### src/rtl/mtimer_pkg.sv
// Shared definitions for the machine-timer slave: register indices decoded
// from address[4:2] and bit positions inside the CTRL register.
package mtimer_pkg;

  localparam logic [2:0] MTIME_LO_IDX    = 3'd0;
  localparam logic [2:0] MTIME_HI_IDX    = 3'd1;
  localparam logic [2:0] MTIMECMP_LO_IDX = 3'd2;
  localparam logic [2:0] MTIMECMP_HI_IDX = 3'd3;
  localparam logic [2:0] CTRL_IDX        = 3'd4;
  localparam logic [2:0] PRESCALE_IDX    = 3'd5;

  localparam int CTRL_ENABLE_BIT = 0;
  localparam int CTRL_IRQ_EN_BIT = 1;

endpackage

### src/rtl/mtimer_prescaler.sv
// Tick generator for the machine timer. A down-counter reloads from
// `period` after reaching zero, so one tick is produced every period+1
// enabled cycles. A load forces the counter to a new value at once, and a
// cleared enable freezes the count where it is.
module mtimer_prescaler #(
  parameter int WIDTH = 16
) (
  input  logic             clk,
  input  logic             reset,
  input  logic             enable,
  input  logic             load,
  input  logic [WIDTH-1:0] load_value,
  input  logic [WIDTH-1:0] period,
  output logic             tick
);

  logic [WIDTH-1:0] count;

  assign tick = enable & (count == '0);

  // Countdown with reload on zero; an explicit load takes priority.
  always_ff @(posedge clk) begin
    if (reset) begin
      count <= '0;
    end else if (load) begin
      count <= load_value;
    end else if (enable) begin
      if (count == '0) count <= period;
      else             count <= count - 1'b1;
    end
  end

endmodule

### src/rtl/mtimer_slave.sv
// Memory-mapped machine timer on the 32-bit peripheral slave port.
// Holds a 64-bit free-running mtime, a 64-bit mtimecmp and a CTRL register
// and drives a registered level interrupt when mtime >= mtimecmp.
// Optional feature: define MTIMER_PRESCALER_EN to add the PRESCALE register
// and a tick divider; without it mtime advances every enabled cycle.
module mtimer_slave
  import mtimer_pkg::*;
#(
  parameter logic [63:0] RESET_CMP       = 64'hFFFF_FFFF_FFFF_FFFF,
  parameter int          PRESCALER_WIDTH = 16
) (
  input  logic        clk,
  input  logic        reset,
  input  logic        read,
  input  logic        write,
  input  logic [31:0] address,
  input  logic [31:0] write_data,
  output logic [31:0] read_data,
  output logic        timer_irq
);

  logic [2:0]  idx;
  logic        rd_en;
  logic [63:0] mtime;
  logic [63:0] mtimecmp;
  logic [31:0] hi_snap;
  logic [1:0]  ctrl;
  logic        tick;
  logic [31:0] rd_mux;
  logic [PRESCALER_WIDTH-1:0] prescale;

  // Only address[4:2] selects a register; the rest of the bus address is
  // don't-care for this slave.
  logic unused_addr;
  assign unused_addr = ^{address[31:5], address[1:0]};

  assign idx = address[4:2];
  // A write in the same cycle as a read wins and the read is discarded.
  assign rd_en = read & ~write;

`ifdef MTIMER_PRESCALER_EN
  logic wr_prescale;
  assign wr_prescale = write & (idx == PRESCALE_IDX);

  // Divider setting; writing it also restarts the divider count.
  always_ff @(posedge clk) begin
    if (reset)            prescale <= '0;
    else if (wr_prescale) prescale <= write_data[PRESCALER_WIDTH-1:0];
  end

  mtimer_prescaler #(
    .WIDTH(PRESCALER_WIDTH)
  ) u_prescaler (
    .clk        (clk),
    .reset      (reset),
    .enable     (ctrl[CTRL_ENABLE_BIT]),
    .load       (wr_prescale),
    .load_value (write_data[PRESCALER_WIDTH-1:0]),
    .period     (prescale),
    .tick       (tick)
  );
`else
  assign prescale = '0;
  assign tick     = ctrl[CTRL_ENABLE_BIT];
`endif

  // mtime: a write to either half replaces that half and swallows the tick
  // for this cycle; the other half is left untouched (no carry).
  always_ff @(posedge clk) begin
    if (reset) begin
      mtime <= '0;
    end else if (write && idx == MTIME_LO_IDX) begin
      mtime[31:0] <= write_data;
    end else if (write && idx == MTIME_HI_IDX) begin
      mtime[63:32] <= write_data;
    end else if (tick) begin
      mtime <= mtime + 64'd1;
    end
  end

  // Compare register and control bits.
  always_ff @(posedge clk) begin
    if (reset) begin
      mtimecmp <= RESET_CMP;
      ctrl     <= '0;
    end else if (write) begin
      case (idx)
        MTIMECMP_LO_IDX: mtimecmp[31:0]  <= write_data;
        MTIMECMP_HI_IDX: mtimecmp[63:32] <= write_data;
        CTRL_IDX:        ctrl            <= write_data[1:0];
        default: ;
      endcase
    end
  end

  // Read multiplexer; MTIME_HI returns the snapshot taken at the last LO read.
  always_comb begin
    rd_mux = '0;
    case (idx)
      MTIME_LO_IDX:    rd_mux = mtime[31:0];
      MTIME_HI_IDX:    rd_mux = hi_snap;
      MTIMECMP_LO_IDX: rd_mux = mtimecmp[31:0];
      MTIMECMP_HI_IDX: rd_mux = mtimecmp[63:32];
      CTRL_IDX:        rd_mux = {30'd0, ctrl};
      PRESCALE_IDX:    rd_mux = 32'(prescale);
      default:         rd_mux = '0;
    endcase
  end

  // Registered read data plus the upper-half snapshot for atomic 64-bit reads.
  always_ff @(posedge clk) begin
    if (reset) begin
      read_data <= '0;
      hi_snap   <= '0;
    end else if (rd_en) begin
      read_data <= rd_mux;
      if (idx == MTIME_LO_IDX) hi_snap <= mtime[63:32];
    end
  end

  // Level interrupt, one cycle behind the compare.
  always_ff @(posedge clk) begin
    if (reset) timer_irq <= 1'b0;
    else       timer_irq <= ctrl[CTRL_IRQ_EN_BIT] & (mtime >= mtimecmp);
  end

endmodule

### config.mk
export PLATFORM = sky130hd
export DESIGN_NAME = mtimer_slave
export DESIGN_NICKNAME = d
export VERILOG_FILES = /design/src/rtl/mtimer_pkg.sv /design/src/rtl/mtimer_prescaler.sv /design/src/rtl/mtimer_slave.sv
export SDC_FILE = /design/constraint.sdc
export NUM_CORES = 1
export LEC_CHECK = 0
export BUFFER_PORTS_ARGS = -buffer_cell sky130_fd_sc_hd__buf_4
export CORE_UTILIZATION = 40
export CTS_BUF_LIST = sky130_fd_sc_hd__clkbuf_2
export CTS_CLUSTER_DIAMETER = 120
export DETAILED_ROUTE_END_ITERATION = 6
export PLACE_DENSITY = 0.67
export REMOVE_ABC_BUFFERS = 1
export SYNTH_ARGS = -nofsm -noshare
export SYNTH_HDL_FRONTEND = slang
export SYNTH_HIERARCHICAL = 1
export SYNTH_SLANG_ARGS = --single-unit
export TNS_END_PERCENT = 50
### constraint.sdc
create_clock -name clk -period 7.9 [get_ports clk]
set_clock_uncertainty 0.1 [all_clocks]
set_input_delay 0.79 -clock clk [delete_from_list [all_inputs] [get_ports clk]]
set_output_delay 0.79 -clock clk [all_outputs]
set_load 0.05 [all_outputs]
==> Word-level counts from Yosys, hierarchy flattened <==
Cells that the tools add are included.
{ "op_classes": {"n_addsub": 1, "shifts": 0, "div_mod_pow": 0, "n_reduce_logical": 11, "n_lt_le_gt_ge": 1, "n_eq_ne": 5, "multipliers": 0, "mux": 5, "bitwise_logic": 4} }
{ "op_table": {"columns": ["operator", "n"], "rows": [
  ["32-bit case mux with 5 select lines", 1],
  ["32-bit two-way mux", 3],
  ["64-bit by 1-bit adder with 64-bit output (second input constant)", 1],
  ["64-bit >= comparator", 1],
  ["64-bit two-way mux", 1],
  ["2-bit AND reduction", 6],
  ["3-bit by 2-bit equality test with 1-bit output (second input constant)", 2],
  ["2-bit nonzero test", 2],
  ["3-bit by 1-bit equality test with 1-bit output (second input constant)", 1],
  ["3-bit equality test (second input constant)", 1],
  ["3-bit zero test", 1],
  ["1-bit bitwise AND", 2],
  ["1-bit logical AND", 2],
  ["2-bit inequality test (second input constant)", 1],
  ["1-bit inverter", 2]
]} }
{ "totals": {"in_bits": 68, "reg_bits": 195, "mem_count": 0, "mem_bits_ro": 0, "mem_bits_rw": 0, "latchBits": 0, "output_inout_bits": 33, "word_cells": 35} }

==> Logic depth before layout (Yosys ltp) <==
Gate-level depths: netlist (run 1).
{ "logic_depth": {"word_depth": 4, "ltp_mapped": 9, "mapped_depth_nobuf": 8} }

==> Least setup slack after synthesis (run 1) <==
Ideal clock, no wire load.
{ "synth_timing": {"path_kind": "input to register", "from": "input port address[4]", "to": "register mtime[61]", "required_ps": 7726, "path_buffers": 3, "t_arrival_ps": 2781, "path_stages": 9, "setup_ps": 74, "path_slack_ps": 4945, "path_cell_list": "clkbuf_1 nor3b_1 nor2b_1 clkbuf_1 nand2_1 or3_1 buf_2 or4_1 a31oi_1"} }
{ "synth_via": {"elab_chain_cells": 4, "elab_cells_between_ends": 8, "cone_classes": "1 x eq/ne; 1 x mux; 1 x bitwise; 5 x reduce/logical"} }
{ "synth_lines": {"columns": ["element", "line", "text"], "rows": [
  ["from (decl)", "mtimer_slave.sv:16", "input logic [31:0] address,"],
  ["3-bit by 1-bit equality test with 1-bit output / 3-bit zero test (equally long branches)", "mtimer_slave.sv:74, mtimer_slave.sv:72", null],
  ["1-bit logical AND (on tied branches)", "mtimer_slave.sv:74, mtimer_slave.sv:72", null],
  ["2-bit nonzero test (no source line) / 1-bit inverter (equally long branches)", null, null],
  ["2-bit AND reduction (no source line)", null, null],
  ["to (signal assigned)", "mtimer_slave.sv:75", "mtime[63:32] <= write_data;"],
  ["to (signal assigned)", "mtimer_slave.sv:77", "mtime <= mtime + 64'd1;"],
  ["to (decl)", "mtimer_slave.sv:24", "logic [63:0] mtime;"]
]} }
Parallel ways exist; a longest one is shown, timed or not.
A chain may end at the register's enable or synchronous reset.

==> Worst setup path after layout (run 1) <==
{ "layout_timing": {"from": "register mtime[25]", "to": "register mtime[61]"} }
{ "layout_via": {"elab_chain_cells": 3} }
{ "layout_lines": {"columns": ["element", "line", "text"], "rows": [
  ["from (signal assigned)", "mtimer_slave.sv:73", "mtime[31:0] <= write_data;"],
  ["from (signal assigned)", "mtimer_slave.sv:77", null],
  ["64-bit by 1-bit adder with 64-bit output", "mtimer_slave.sv:77", null],
  ["64-bit two-way mux", "mtimer_slave.sv:76", "end else if (tick) begin"],
  ["32-bit two-way mux", "mtimer_slave.sv:74", "end else if (write && idx == MTIME_HI_IDX) begin"]
]} }
Every way passes these cells. The select of a mux whose other input is x is not followed.

==> results of run 1 <==
==> Yosys cell counts, types with 6 or more instances <==
master    instances  area (um^2)
a211oi_1         34        255.2
a21o_1            8        60.06
a21oi_1         140        700.7
a22oi_1          66        495.5
a31oi_1          11        68.82
and2_1            7        43.79
and3_1           11        68.82
buf_1             9        33.78
clkbuf_1         73        274.0
dfxtp_1         195         3904
ha_1             65        813.3
inv_1            79        296.5
mux2_2            6        67.56
nand2_1         194        728.2
nand3_1          24        120.1
nand4_1          29        181.4
nor2_1           86        322.8
nor2b_1           7        43.79
nor3_1           18        90.09
nor4_1           23        143.9
o211ai_1         73        548.0
o21ai_0          19        95.09
or3_1            13        81.33
xnor2_1          21        183.9
xor2_1           15        131.4
==> layout make-up <==
type | count | area [um^2]
clock inverters | 12 | 92.59
well taps | 330 | 412.9
diodes | 1 | 2.502
repair buffers | 80 | 600.6
inverters | 79 | 296.5
clock buffers | 19 | 95.09
flip-flops and latches | 195 | 3904
multi-input cells | 921 | 5688
fillers | 2547 | 13940
==> stage by stage <==
step / power (uW) / worst slack, ns / hold slack, ns / util [%] / instances
2_1_floorplan: 1153 / 3.647 / 0.3300 / - / 1195
3_3_place_gp: 1236 / 4.144 / 0.3424 / 43.54 / 1605
3_5_place_dp: 1240 / 4.118 / 0.3462 / 43.54 / 1605
4_1_cts: 1685 / 4.288 / 0.1015 / 44.29 / 1636
5_1_grt: 1743 / 4.062 / 0.09548 / 44.30 / 1637
6_report: 1673 / 4.100 / 0.1524 / 44.30 / 1637
==> kinds of logic (layout without fill, tap and decap cells) <==
logic type | Yosys count | in the layout | synth area share, %
other | 0 | 1 | 0
xor gates and xnor gates | 36 | 36 | 3.098
AOI/OAI and AO/OA | 376 | 376 | 23.95
and+or+nand+nor | 436 | 436 | 19.72
adders and majority gates | 65 | 65 | 7.990
DFF | 195 | 195 | 38.35
buffers and inverters | 163 | 190 | 6.036
muxes | 8 | 8 | 0.8604
==> sequential cells by signal, summed over array words and instances (netlist names) <==
register / count
read_data: 32
mtimecmp: 64
ctrl: 2
timer_irq: 1
mtime: 64
hi_snap: 32
==> layout by cell type, fill, tap and decap left out, types with 3 or more instances in the layout <==
cell type,netlist,final
nor3_1,18,17
nor4_1,23,23
mux2_2,6,6
o211ai_1,73,73
clkbuf_2,0,19
o31ai_1,3,3
dfxtp_1,195,195
a211oi_1,34,34
or4_1,4,4
or3_1,13,13
o21ai_0,19,19
a21oi_1,140,140
a211o_1,3,3
and3_1,11,10
a31oi_1,11,11
ha_1,65,65
clkinvlp_4,0,5
nor2b_1,7,5
inv_1,79,78
nand2b_1,5,3
and2_1,7,7
a21o_1,8,8
clkinv_1,0,4
nand2_1,194,194
nand3_1,24,24
nand4_1,29,29
nor2_1,86,86
a22oi_1,66,66
buf_4,0,80
xnor2_1,21,21
xor2_1,15,15
a2bb2oi_1,4,4
==> metal layers <==
| layer | part of all wire [%] | vias to the layer above |
|---|---|---|
| li1 | - | 4622 |
| met1 | 46 | 4472 |
| met2 | 45 | 334 |
| met3 | 6.9 | 33 |
| met4 | 1.5 | 0 |
| met5 | 0 | - |
==> worst paths after layout <==
kind	from	to	slack (ns)	depth (start not counted)
worst max-delay path	mtime[25]	mtime[61]	4.10	6
worst min-delay path	write_data[16]	mtimecmp[16]	0.15	3
worst min register to register	hi_snap[9]	hi_snap[9]	0.37	2
worst max register to register	mtime[25]	mtime[61]	4.10	6
==> tightest hold or removal path: cells and delay by family <==
kind	cells	cell delay, ns
compound gates	1	0.07
buf+inv	1	0.10
simple gates	1	0.05
==> power by group through the flow <==
stage / Clock, uW / Combinational, uW / Sequential (uW)
2_1_floorplan: 0 / 90.1 / 1060
3_3_place_gp: 0 / 180 / 1060
5_1_grt: 496 / 202 / 1040
6_report: 449 / 184 / 1040
3_5_place_dp: 0 / 183 / 1060
4_1_cts: 462 / 184 / 1040
==> results.json, run 1 <==
{
  "vias": 9461,
  "drt-pass1-iter-count": 5,
  "grt-ovfl-total": 0,
  "synth_seq_cells": 195,
  "power_frac_seq_pct": 62.1,
  "hold_path_class": "in -> reg",
  "crit_required_ns": 8.54,
  "final_layout_size_suffix_gt1_share_pct": 9.801,
  "synth_area_per_cell_um2": 7.958,
  "switchingPower_uw": 487.6,
  "cts-resized-gates": 0,
  "cts_setup_buffers": 0,
  "busiest_layer": "met2",
  "post_dp_cell_area_um2": 10900,
  "power.density_nw_per_um2": 150.8,
  "ctsLongestPathBuffers": 2,
  "finalSetupViolations": 0,
  "yosysWarnings": 6,
  "use_met3_pct": 4.340,
  "area_growth_pct": 8.974,
  "path_cells": "nand4_1 > nor4_1 > nand2_1 > or3_1 > or4_1 > a31oi_1",
  "rsz0062_at_grt": "no",
  "worstMarginPinSlew_ns": 1.212,
  "clk_latency_ns": 0.78,
  "synth-main-ff-cell": "dfxtp_1",
  "min_period_ns": 3.800,
  "hold_buffers": 0,
  "antenna_found_initial": 1,
  "use_met2_pct": 36.79,
  "fmax_mhz": 263.2,
  "start_util_pct": 40.65,
  "internal_power_uw": 1186,
  "grt_use_total_pct": 23.32,
  "max_stage_delay_ns": 0.76,
  "htree_levels": 4,
  "cts_root_buffer": "clkbuf_2",
  "gp_congestion": 0.8779,
  "synth_edf_count": 0,
  "cap_violations": 0,
  "hold_viol": 0,
  "grt_pass1_vias": 8751,
  "drc": 0,
  "ys_seq_area_share_pct": 38.35,
  "cpLargestDelayFamily": "simple AND/OR/NAND/NOR gates",
  "finalCritPeriodShare_pct": 48.10,
  "switching_share_pct": 29.14,
  "status": "finished, final reports clean",
  "crit_fanout": 18,
  "numCtsBuffers": 17,
  "core_area_um2": 25040,
  "routed_wl_um": 30000,
  "power_frac_comb_pct": 11.0,
  "ant_nets": 0,
  "post_drt_wl_per_cell_um": 18.32,
  "first_iter_violations": 927,
  "final_area_um2": 11090,
  "met1_usage_pct": 32.41,
  "grt_pass1_wl_um": 47890,
  "synthCells": 1279,
  "cellLeakagePower_uw": 0.004372,
  "critPathCaptureType": "flop",
  "die_x_um": 161.5,
  "dp_hpwl_um": 19810,
  "cts_tree": "built",
  "async_flop_share_pct": 0,
  "path_clk_slew_ns": 0.28,
  "drv_slew": 0,
  "worst-setup-path-type": "reg -> reg",
  "port-buffer-count": 71,
  "nets": 1427,
  "synthDistinctLibCells": 51,
  "clkPwrFrac_pct": 26.9,
  "critPathBufInv": 0,
  "num_rows": 58,
  "cp-start-kind": "flop",
  "tns_ns": 0,
  "cts_num_sinks": 195,
  "ir_drop_uv": 61.83,
  "top_level_ports": 101,
  "dieArea_um2": 26090,
  "crit_arrival_ns": 4.44,
  "slowest_stage": "nor4_1",
  "synthesis.area_um2": 10180,
  "viasPerCell": 5.779,
  "slew_headroom_pct": 19.19,
  "die_h_um": 161.5,
  "grt_max_degree": 76
}
No activity file was read; power rests on OpenSTA's default activity.
==> inputs of run 2 (changes only) <==
==> constraint.sdc (replaced) <==
create_clock -name clk -period 3.6 [get_ports clk]
set_clock_uncertainty 0.1 [all_clocks]
set_input_delay 0.36 -clock clk [delete_from_list [all_inputs] [get_ports clk]]
set_output_delay 0.36 -clock clk [all_outputs]
set_load 0.05 [all_outputs]
==> results.json, run 2 (synthesized netlist as in run 1, its figures left out) <==
{
  "fin_cells": 1699,
  "r2r_slack_ns": 0.47,
  "clk_latency_ns": 0.82,
  "min_period_ns": 3.131,
  "num_rows": 58,
  "hold_path_class": "in -> reg",
  "grt_max_degree": 67,
  "cts_num_sinks": 195,
  "grt_pass1_wl_um": 49300,
  "path_cells": "and4_4 > or3b_1 > or3_1 > or3_1 > or4_1 > a31oi_1",
  "whs_ns": 0.08993,
  "path_common_cell": "or3_1",
  "die_h_um": 161.5,
  "crit_required_ns": 4.26,
  "cap_violations": 0,
  "top_level_ports": 101,
  "port-buffer-count": 71,
  "area_growth_pct": 15.16,
  "grt_pass1_vias": 9101,
  "start_util_pct": 40.65,
  "largestRegisters": "mtime (64), mtimecmp (64)",
  "grt_use_total_pct": 23.83,
  "cellLeakagePower_uw": 0.004680,
  "gp_congestion": 0.8842,
  "crit_arrival_ns": 3.79,
  "fmax_mhz": 319.4,
  "final_layout_size_suffix_gt1_share_pct": 11.40,
  "ctsLongestPathBuffers": 2,
  "ir_drop_uv": 157.2,
  "htree_levels": 4,
  "worst-setup-path-type": "reg -> reg",
  "first_iter_violations": 808,
  "finalSetupViolations": 0,
  "rsz0062_at_grt": "no",
  "drv_slew": 0,
  "grt-ovfl-total": 0,
  "post-route-util_pct": 46.82,
  "routed_wl_um": 30500,
  "dp_hpwl_um": 21010,
  "hold_viol": 0,
  "ant_nets": 0,
  "critPathCaptureType": "flop",
  "dieArea_um2": 26090,
  "crit_fanout": 8,
  "viasPerCell": 5.719,
  "finalCritPeriodShare_pct": 86.98,
  "final_area_um2": 11720,
  "slew_headroom_pct": 26.21,
  "max_stage_delay_ns": 0.54,
  "antenna_found_initial": 1,
  "numCtsBuffers": 17,
  "post_drt_wl_per_cell_um": 17.95,
  "status": "finished, final reports clean",
  "cp-start-kind": "flop",
  "vias": 9717,
  "cts_tree": "built",
  "nets": 1488,
  "worstMarginPinSlew_ns": 1.107,
  "final_common_cell": "dfxtp_1",
  "final_cell_mix": "dfxtp_1, nand2_1, a21oi_1",
  "slowest_stage": "or3_1",
  "core_area_um2": 25040,
  "power.density_nw_per_um2": 328.3,
  "path_clk_slew_ns": 0.30,
  "post_dp_cell_area_um2": 11110,
  "drc": 0,
  "cts_root_buffer": "clkbuf_2",
  "dp_cells": 1629,
  "drt-pass1-iter-count": 5,
  "cts_setup_buffers": 0,
  "cts-resized-gates": 0,
  "die_x_um": 161.5
}
run 2: cell types whose count changed in the layout (fill, tap and decap cells not counted), sizes merged:
cell         delta
buf            +24
clkbuf          -2
clkinv          -1
clkinvlp        -1
dlygate4sd3    +37
inv             +5
run 2: cell type report:
| class | instances | area [um^2] |
|---|---|---|
| timing repair buffer | 141 | 1189 |
| clock buffer | 17 | 85.08 |
| multi-input combinational | 921 | 5680 |
| clock inverter | 15 | 151.4 |
| fill | 2489 | 13320 |
| antenna | 1 | 2.502 |
| tap | 330 | 412.9 |
| sequential | 195 | 3904 |
| inverter | 79 | 296.5 |
run 2: metrics by stage:
step / power (uW) / setup TNS, ns / worst slack (ns)
2_1_floorplan: 2530 / -8.673 / -0.2233
3_3_place_gp: 2724 / 0 / 0.5759
3_5_place_dp: 2733 / 0 / 0.5655
4_1_cts: 3871 / 0 / 0.4762
5_1_grt: 4008 / 0 / 0.3366
6_report: 3848 / 0 / 0.4687
run 2: metal layers:
| layer | up-vias | track usage, % | wire [um] |
|---|---|---|---|
| met5 | - | 0 | 0 |
| met4 | 0 | 6.132 | 430 |
| li1 | 4750 | - | - |
| met2 | 291 | 38.75 | 13920 |
| met1 | 4640 | 32.84 | 14440 |
| met3 | 36 | 3.570 | 1702 |
run 2: path summary, 6_finish.rpt:
check | startpoint | endpoint | cells past startpoint
setup / recovery | mtime[2] | mtime[61] | 6
setup reg to reg | mtime[2] | mtime[61] | 6
hold / removal | address[2] | ctrl[0] | 5
hold reg to reg | hi_snap[3] | hi_snap[3] | 2
run 2: power by group:
group	switching (uW)	internal, uW
clock network	846	272
logic	270	177
registers	56.8	2230
total	1170	2670
run 2: critical path, delay by kind of cell (launching register included):
kind,cells,cell delay (ns)
AO/OA/AOI/OAI,1,0.18
flip-flops,1,0.53
AND/OR/NAND/NOR,5,2.27
run 2: what timing repair did:
item	in CTS	in global routing
hold buffers	37	0
setup endpoints to repair	0	0
hold endpoints to repair	136	0
==> inputs of run 3 (changes only) <==
--- a/config.mk
+++ b/config.mk
@@ -11,7 +11,6 @@
 export CTS_CLUSTER_DIAMETER = 120
 export DETAILED_ROUTE_END_ITERATION = 6
 export PLACE_DENSITY = 0.67
-export REMOVE_ABC_BUFFERS = 1
 export SYNTH_ARGS = -nofsm -noshare
 export SYNTH_HDL_FRONTEND = slang
 export SYNTH_HIERARCHICAL = 1
==> results.json, run 3 (synthesized netlist as in run 1, its figures left out) <==
{
  "status": "finished, final reports clean",
  "r2r_start": "mtime[2]",
  "cts_setup_buffers": 0,
  "crit_required_ns": 4.22,
  "multi_input_area_um2": 5680,
  "routed_wl_um": 30970,
  "ant_nets": 0,
  "crit_fanout": 8,
  "drv_slew": 0,
  "worstMarginPinSlew_ns": 1.064,
  "critPathCaptureType": "flop",
  "viasPerCell": 5.750,
  "cap_violations": 0,
  "path_common_cell": "or3_1",
  "slowest_stage": "or3_1",
  "cp-start-kind": "flop",
  "area_growth_pct": 14.28,
  "core_area_um2": 25040,
  "grt_pass1_wl_um": 49620,
  "grt-ovfl-total": 0,
  "tns_ns": 0,
  "vias": 9724,
  "power.density_nw_per_um2": 331.3,
  "nets": 1481,
  "htree_levels": 4,
  "cts_num_sinks": 195,
  "fillerInstances": 2497,
  "largestRegisters": "mtime (64), mtimecmp (64)",
  "hold_viol": 0,
  "use_met2_pct": 38.66,
  "met1_usage_pct": 33.08,
  "regArea_um2": 3904,
  "cellLeakagePower_uw": 0.004643,
  "finalSetupViolations": 0,
  "drc": 0,
  "numCtsBuffers": 17,
  "antenna_found_initial": 2,
  "path_cells": "and4_4 > or3b_1 > or3_1 > or3_1 > or4_1 > a31oi_1",
  "fmax_mhz": 315.6,
  "die_h_um": 161.5,
  "clk_latency_ns": 0.80,
  "drt-pass1-iter-count": 7,
  "use_met3_pct": 4.340,
  "first_iter_violations": 885,
  "finalCritPeriodShare_pct": 88.00,
  "crit_arrival_ns": 3.79,
  "die_x_um": 161.5,
  "ir_drop_uv": 173.0,
  "cp-startpoint": "mtime[2]",
  "num_rows": 58,
  "hold_path_class": "in -> reg",
  "post-route-util_pct": 46.46,
  "top_level_ports": 101,
  "cts_tree": "built",
  "min_period_ns": 3.168,
  "rsz0062_at_grt": "no",
  "synth_nets": 1412,
  "post_drt_wl_per_cell_um": 18.31,
  "slew_headroom_pct": 29.06,
  "final_layout_size_suffix_gt1_share_pct": 10.96,
  "grt_use_total_pct": 24.17,
  "start_util_pct": 40.65,
  "dieArea_um2": 26090,
  "worst-setup-path-type": "reg -> reg",
  "grt_max_degree": 66,
  "port-buffer-count": 71,
  "cts_root_buffer": "clkbuf_2",
  "hold_start": "address[2]",
  "cts-resized-gates": 0,
  "ctsLongestPathBuffers": 2,
  "power_uw": 3854,
  "busiest_layer": "met2",
  "final_cell_mix": "dfxtp_1, nand2_1, a21oi_1",
  "final_common_cell": "dfxtp_1",
  "dp_hpwl_um": 21510,
  "path_clk_slew_ns": 0.32,
  "max_stage_delay_ns": 0.55,
  "gp_congestion": 0.8907,
  "grt_pass1_vias": 9140
}
[run 3: changes by cell type in the layout (fill, tap and decap cells not counted), sizes merged]
cell / previous run / this run
buf: 104 / 98
bufinv: 1 / 2
clkbuf: 17 / 19
clkinv: 5 / 4
clkinvlp: 4 / 3
dlygate4sd3: 37 / 36
inv: 84 / 82
[run 3: final timing paths]
| check | slack [ns] | depth (start not counted) | to |
|---|---|---|---|
| hold reg to reg | 0.37 | 2 | hi_snap[22] |
| setup reg to reg | 0.43 | 6 | mtime[61] |
| hold / removal | 0.12 | 5 | ctrl[1] |
| setup / recovery | 0.43 | 6 | mtime[61] |
[run 3: metal layers]
layer	part of all wire, %	up-vias	routed length (um)
met5	0	-	0
met4	1.8	0	560
met3	5.8	40	1797
met2	46	286	14240
met1	46	4664	14370
li1	-	4734	-
[run 3: repair_timing]
item	4_1_cts	5_1_grt
endpoints found under the setup margin	0	0
hold buffers	36	0
hold endpoints to repair	157	0
[run 3: cell type report]
class	instances	share of cell area (%)
Timing Repair Buffer	134	9.530
Clock buffer	19	0.8175
Tap cell	330	3.550
Multi-Input combinational cell	921	48.83
Clock inverter	12	1.140
Sequential cell	195	33.56
Inverter	79	2.549
Antenna cell	1	0.02151
[run 3: through the flow]
| stage | setup slack [ns] | cell area, um^2 | hold slack (ns) | cells |
|---|---|---|---|---|
| after floorplan | 0.8534 | 10180 | 0.3360 | 1279 |
| after global placement | 0.5903 | 11040 | 0.3422 | 1623 |
| after detailed placement | 0.5447 | 11040 | 0.3466 | 1623 |
| after CTS | 0.4342 | 11630 | 0.05267 | 1690 |
| after global routing | 0.2713 | 11630 | 0.04752 | 1691 |
| final | 0.4319 | 11630 | 0.1249 | 1691 |
[run 3: worst max-delay path, delay by kind of cell, from the launching register on]
family | cells | cell delay, ns
compound gates | 1 | 0.17
simple gates | 5 | 2.28
flops | 1 | 0.54
[run 3: power by group]
| part | total [uW] | internal (uW) | leakage, uW | switching [uW] |
|---|---|---|---|---|
| Clock | 1120 | 324 | 0.000137 | 798 |
| Combinational | 451 | 175 | 0.00292 | 276 |
| Sequential | 2280 | 2220 | 0.00158 | 56.0 |
| Total | 3850 | 2720 | 0.00464 | 1130 |
